### config.mk
export PLATFORM = sky130hd
export DESIGN_NAME = cache_mem_arbiter
export DESIGN_NICKNAME = d
export VERILOG_FILES = /design/src/rtl/cache_mem_arbiter.sv
export SDC_FILE = /design/constraint.sdc
export NUM_CORES = 1
export LEC_CHECK = 0
export BUFFER_PORTS_ARGS = -buffer_cell sky130_fd_sc_hd__clkbuf_2
export CORE_AREA = 2 2 104 106
export DETAILED_ROUTE_END_ITERATION = 12
export DIE_AREA = 0 0 106 108
export GPL_TIMING_DRIVEN = 0
export PLACE_DENSITY = 0.6
export SKIP_CTS_REPAIR_TIMING = 1
export SYNTH_ARGS = -nofsm -noshare
export SYNTH_HDL_FRONTEND = slang
export SYNTH_SLANG_ARGS = --single-unit
### constraint.sdc
create_clock -name CLK -period 3 [get_ports CLK]
set_input_delay 0.15 -clock CLK [delete_from_list [all_inputs] [get_ports CLK]]
set_output_delay 0.15 -clock CLK [all_outputs]
set_load 0.03 [all_outputs]
### src/rtl/cache_mem_arbiter.sv
// Arbitrates instruction/data cache requests onto a single-port RAM, one
// transaction at a time, with alternating priority, error and timeout abort.
module cache_mem_arbiter #(
    parameter int unsigned TIMEOUT = 64
) (
    input  logic        CLK,
    input  logic        RST,
    input  logic        iREN,
    input  logic [31:0] iaddr,
    output logic        iwait,
    output logic [31:0] iload,
    input  logic        dREN,
    input  logic        dWEN,
    input  logic [31:0] daddr,
    input  logic [31:0] dstore,
    output logic        dwait,
    output logic [31:0] dload,
    output logic        ramREN,
    output logic        ramWEN,
    output logic [31:0] ramaddr,
    output logic [31:0] ramstore,
    input  logic [31:0] ramload,
    input  logic [1:0]  ramstate,
    output logic        err
);

    localparam int unsigned TCW = $clog2(TIMEOUT + 1);

    typedef enum logic [1:0] {IDLE, ISERV, DSERV} state_e;
    typedef enum logic [1:0] {RAM_FREE, RAM_BUSY, RAM_ACCESS, RAM_ERROR} ram_state_e;

    state_e         state_q, state_d;
    logic           last_d_q, last_d_d;
    logic [TCW-1:0] tcnt_q, tcnt_d;
    logic           err_q, err_d;

    ram_state_e rs;
    logic       dreq;
    logic       owner_req;
    logic       i_done;
    logic       d_done;

    assign rs     = ram_state_e'(ramstate);
    assign dreq   = dREN | dWEN;
    assign i_done = (state_q == ISERV) && iREN && (rs == RAM_ACCESS);
    assign d_done = (state_q == DSERV) && dreq && (rs == RAM_ACCESS);
    assign err    = err_q;

    always_comb begin
        iwait    = ~i_done;
        iload    = i_done ? ramload : '0;
        dwait    = ~d_done;
        dload    = d_done ? ramload : '0;
        ramREN   = 1'b0;
        ramWEN   = 1'b0;
        ramaddr  = '0;
        ramstore = '0;
        case (state_q)
            ISERV: begin
                ramREN  = iREN;
                ramaddr = iaddr;
            end
            DSERV: begin
                ramWEN   = dWEN;
                ramREN   = dREN & ~dWEN;
                ramaddr  = daddr;
                ramstore = dstore;
            end
            default: ;
        endcase
    end

    always_comb begin
        state_d   = state_q;
        last_d_d  = last_d_q;
        tcnt_d    = tcnt_q;
        err_d     = err_q;
        owner_req = (state_q == ISERV) ? iREN : dreq;
        case (state_q)
            IDLE: begin
                tcnt_d = '0;
                // Both pending: serve the side that did not complete last.
                if (dreq && (!iREN || !last_d_q)) begin
                    state_d = DSERV;
                end else if (iREN) begin
                    state_d = ISERV;
                end
            end
            ISERV, DSERV: begin
                if (i_done || d_done) begin
                    state_d  = IDLE;
                    last_d_d = (state_q == DSERV);
                end else if (!owner_req) begin
                    state_d = IDLE;
                end else if (rs == RAM_ERROR) begin
                    state_d = IDLE;
                    err_d   = 1'b1;
                end else if (tcnt_q == TCW'(TIMEOUT - 1)) begin
                    state_d = IDLE;
                    err_d   = 1'b1;
                end else begin
                    tcnt_d = tcnt_q + TCW'(1);
                end
            end
            default: state_d = IDLE;
        endcase
    end

    always_ff @(posedge CLK) begin
        if (RST) begin
            state_q  <= IDLE;
            last_d_q <= 1'b0;
            tcnt_q   <= '0;
            err_q    <= 1'b0;
        end else begin
            state_q  <= state_d;
            last_d_q <= last_d_d;
            tcnt_q   <= tcnt_d;
            err_q    <= err_d;
        end
    end

endmodule

== Yosys cells after proc, flatten, opt, wreduce, memory -nomap -nowiden ==
Cells that the tools add are included.

* $add $sub $neg: 1
* Equality and inequality tests: 11
* Multiplexer cells: 21
* Bitwise gates (word level): 6
* Reduce and logical (&&, ||, !) cells: 17

{| class="wikitable"
|+ Operator list
! operator !! number
|-
| 32-bit 2-to-1 mux || 3
|-
| 32-bit one-hot mux with 2 select lines || 1
|-
| 7-bit 2-to-1 mux || 4
|-
| 7-bit one-hot mux with 2 select lines || 1
|-
| 2-bit 2-to-1 mux || 6
|-
| 2-bit inequality test, second input constant || 4
|-
| 7-bit by 1-bit adder with 7-bit output, second input constant || 1
|-
| 7-bit by 6-bit equality test with 1-bit output, second input constant || 1
|-
| 2-bit equality test, second input constant || 3
|-
| 1-bit logical AND || 5
|-
| 5-bit inequality test, second input constant || 1
|-
| 5-bit AND reduction || 1
|-
| 1-bit 2-to-1 mux || 4
|-
| 1-bit NOT || 4
|-
| 2-bit one-hot mux with 2 select lines || 1
|-
| 2-bit AND reduction || 2
|-
| 4-bit AND reduction || 1
|-
| 2-bit nonzero test || 2
|-
| 3-bit inequality test, second input constant || 1
|-
| 2-bit by 1-bit equality test with 1-bit output, second input constant || 1
|-
| 1-bit logical NOT || 2
|-
| 2-bit logical NOT || 1
|-
| 1-bit logical OR || 2
|-
| 1-bit one-hot mux with 2 select lines || 1
|-
| other kinds (3) || 3
|}

* Bits in registers: 11
* Input port bits: 135
* Output and inout bits: 133
* Logic and storage cells: 60

== Longest topological paths before layout ==
* Depth after elaboration: 6
* Depth in mapped cells: 9
* Gate-level depth less buffers: 7

== Worst setup path before layout ==
Ideal clock, no wire load.

* Kind: register -> register
* From: register state_q[1]
* To: register tcnt_q[0]
* Setup time: 0.071 ns
* Data arrival time: 1.835 ns
* Data required time: 2.929 ns
* Path slack: 1.095 ns
* Stages on the path, launching flop included: 10
* Buffers on the path: 2
* Clock period less this slack: 1.905 ns
* Cells stage by stage: dfxtp_1 > inv_1 > ha_1 > buf_2 > and4b_1 > buf_2 > inv_2 > o2111ai_2 > or3_1 > a21oi_1

* Longest elaborated chain between the ends: 6
* Elaborated cells between the ends (all ways): 17
* Classes of those cells: 6 x eq/ne; 2 x mux; 9 x reduce/logical

{| class="wikitable"
|+ RTL lines
! item !! RTL line !! RTL
|-
| start, declared || 32 || <nowiki>state_e state_q, state_d;</nowiki>
|-
| start signal, assigned || 116 || <nowiki>state_q <= state_d;</nowiki>
|-
| 2-bit by 1-bit equality test with 1-bit output / 2-bit equality test (equally long branches) || n/a ||
|-
| 1-bit logical AND (on tied branches) (2 in a row) || 45, 46 ||
|-
| 1-bit logical OR || 90 || <nowiki>if (i_done || d_done) begin</nowiki>
|-
| 2-bit inequality test (no line) || n/a ||
|-
| 5-bit AND reduction (no line) || n/a ||
|-
| end signal, assigned || 118 || <nowiki>tcnt_q <= tcnt_d;</nowiki>
|-
| end, declared || 34 || <nowiki>logic [TCW-1:0] tcnt_q, tcnt_d;</nowiki>
|}

Several ways; a longest one is shown, not always the timed one.
A chain may end at the register's enable or synchronous reset.

== Worst setup path after layout ==
* From: register state_q[0]
* To: output port ramstore[7]

* Longest elaborated chain between the ends: 2

{| class="wikitable"
|+ RTL lines
! item !! RTL line !! RTL
|-
| 2-bit equality test || 58 || <nowiki>case (state_q)</nowiki>
|-
| 32-bit 2-to-1 mux || 58 ||
|-
| end, declared || 21 || <nowiki>output logic [31:0] ramstore,</nowiki>
|}

Every way passes these cells.

==> summary.txt <==
Port Buffers = 267
count leader, synth = and2_1
worst setup path category = reg -> out
Max IR drop VDD = 0.000257 V
final instance area = 0.00338 mm^2
post-route DRC violation count = 0
Initial DRT Pass Iterations = 4
I/O pins = 268
Placer Congestion = 0.889
Synth top area share = 0.226
share of layout cells above drive strength 1 = 0.505
RSZ-0062 raised after global routing = no
top_reg_cell synth = dfxtp_1
cell depth of the worst hold path = 3
first-pass GRT wire length = 14.9 mm
Crit path required time = 2.85 ns
Synth Instances = 281
met2 Use GR = 0.271
clk_lat worst skew = 0.25 ns
core area = 0.0102 mm^2
number of setup violations in the final report = 0
initial antenna violation count = 0
Final ANT Viol Nets = 0
sinks on the clock net = 11
min Tclk post-route = 2.31 ns
CP startpoint kind = flip-flop
Initial Utilization = 0.179
Ys Warns = 0
P&R area growth vs syn = 84.9%
die area = 0.0114 mm^2
Hold WS = 0.232 ns
Worst setup EP type = primary output
Slew Limit Headroom = 0.663
status = finished clean
Tightest Pin Transition = 0.505 ns
Sequential Power Share = 0.113
count of different cell masters after synthesis = 38
Hold Violations, Final = 0
synth top area cells = and2_1, a22oi_1, dfxtp_1
largest net degree at the start of global routing = 11
power density over cell area = 429 mW/mm^2
DP HPWL = 8.77 mm
share of the yosys chip area belonging to registers = 0.120
LEAKAGE = 1.95 nW
dpl cell area = 0.00333 mm^2
largest area contributor in the netlist = and2_1
total chip power = 1.45 mW
count of pins over their slew limit = 0
die width = 106 um
CTS Root Cell = clkbuf_8
worst setup margin = 0.687 ns
number of flops mapped to enable cells by yosys = 0
vias in the first global route = 2902
final setup skew = 0.00813 ns
Filler cells = 1174
TritonCTS Buffers = 3
met1 usage = 0.218
# H-tree levels = 1
post-DR wirelength/cell = 14.7 um
Die Span Y = 108 um
Avg Inst Size Synth = 6.51 um^2
Net Switching = 856 uW
global-route usage over all layers = 0.161
drt total wl = 10.1 mm
Max clock buf depth = 2
met3 usage = 0.0277
# diodes = 0
final net count = 692
Starting DRT DRC Count = 138
GRT overflow = 0
Seq cells post-synth = 11
FP Rows = 37
Vias = 3149
TritonCTS clock tree = done
Cell Area, Synth = 0.00183 mm^2
Final TNS setup = 0 ns
Register-to-Register Path Depth = 7
top cell types by occurrence after synthesis = and2_1, nor2_1, a22oi_1
switch share = 0.591
DP Worst Slack = 0.925 ns
most crowded layer after global routing = met2
ys async rst share = 0
fin crit share = 0.771
Peak Freq = 432 MHz
Synthesized Nets = 420
internal cell power = 592 uW
Max Fanout on Critical Path = 10
Vias/cell = 4.58
min-delay worst type = in -> reg
clock network power share = 0.110
max-cap violations = 0
clk slew on worst S/H paths = 0.06 ns
worst path arrival time = 2.16 ns
Gate power share = 0.777
## worst max-delay path: stages, from the launching register on
cell,delay [ns]
dfxtp_1,0.31
inv_1,0.11
ha_1,0.28
clkbuf_1,0.43
clkbuf_1,0.30
and2_1,0.24
clkbuf_2,0.23
## cell usage in the layout (no fill, tap or decap), drive strengths merged, types with 2 or more instances in the layout
cell type,n
a211oi,2
a21oi,7
a22oi,33
and2,66
and3,32
buf,5
clkbuf,294
dfxtp,11
ha,4
inv,5
nand2,10
nand3,9
nand3b,3
nand4b,3
nor2,37
nor2b,3
nor3,2
nor3b,2
nor4,2
o211ai,5
o21ai,3
o22ai,2
## per-stage QoR
stage	util	std cells
2_1_floorplan	-	281
3_3_place_gp	0.326	684
3_5_place_dp	0.326	684
4_1_cts	0.330	688
5_1_grt	0.330	688
6_report	0.330	688
## registers in the layout (all words and copies together) (netlist names)
signal / count
last_d_q: 1
err: 1
tcnt_q: 7
state_q: 2
## layout make-up
class | instances | area [um^2] | share of cell area
multi-input combinational | 237 | 1470 | 0.436
timing repair buffer | 267 | 1340 | 0.395
sequential | 11 | 220 | 0.0652
tap | 136 | 170 | 0.0504
buffer | 28 | 116 | 0.0344
clock buffer | 4 | 45.0 | 0.0133
inverter | 5 | 18.8 | 0.00555
## layer usage
metal,vias up,share of wire
li1,1538,-
met1,1453,0.45
met2,151,0.46
met3,7,0.076
met4,0,0.013
met5,-,0
## power by group through the flow
stage | sequential, mW | clock (mW) | combinational (mW)
2_1_floorplan | 0.169 | 0 | 0.739
3_3_place_gp | 0.167 | 0 | 1.12
3_5_place_dp | 0.167 | 0 | 1.13
4_1_cts | 0.164 | 0.163 | 1.14
5_1_grt | 0.166 | 0.168 | 1.22
6_report | 0.164 | 0.159 | 1.13
## cell families (layout without fill, tap and decap cells)
group	count (synthesis)	count (layout)	share of synthesized area
AOI/OAI and AO/OA	60	60	0.247
adders and majority gates	4	4	0.0274
buffers and inverters	33	304	0.0739
DFF	11	11	0.120
and+or+nand+nor	173	173	0.531
## final timing paths
path                                               from                      end  slack (ns)
worst min register to register    last_d_q$_SDFFE_PP0P_    last_d_q$_SDFFE_PP0P_        0.49
worst max-delay path            state_q[0]$_SDFFE_PP0P_              ramstore[7]        0.69
worst min-delay path                               iREN  state_q[0]$_SDFFE_PP0P_        0.23
worst max register to register  state_q[0]$_SDFFE_PP0P_   tcnt_q[0]$_SDFFE_PP0P_        0.93
Power figures use the tool's default switching activity.
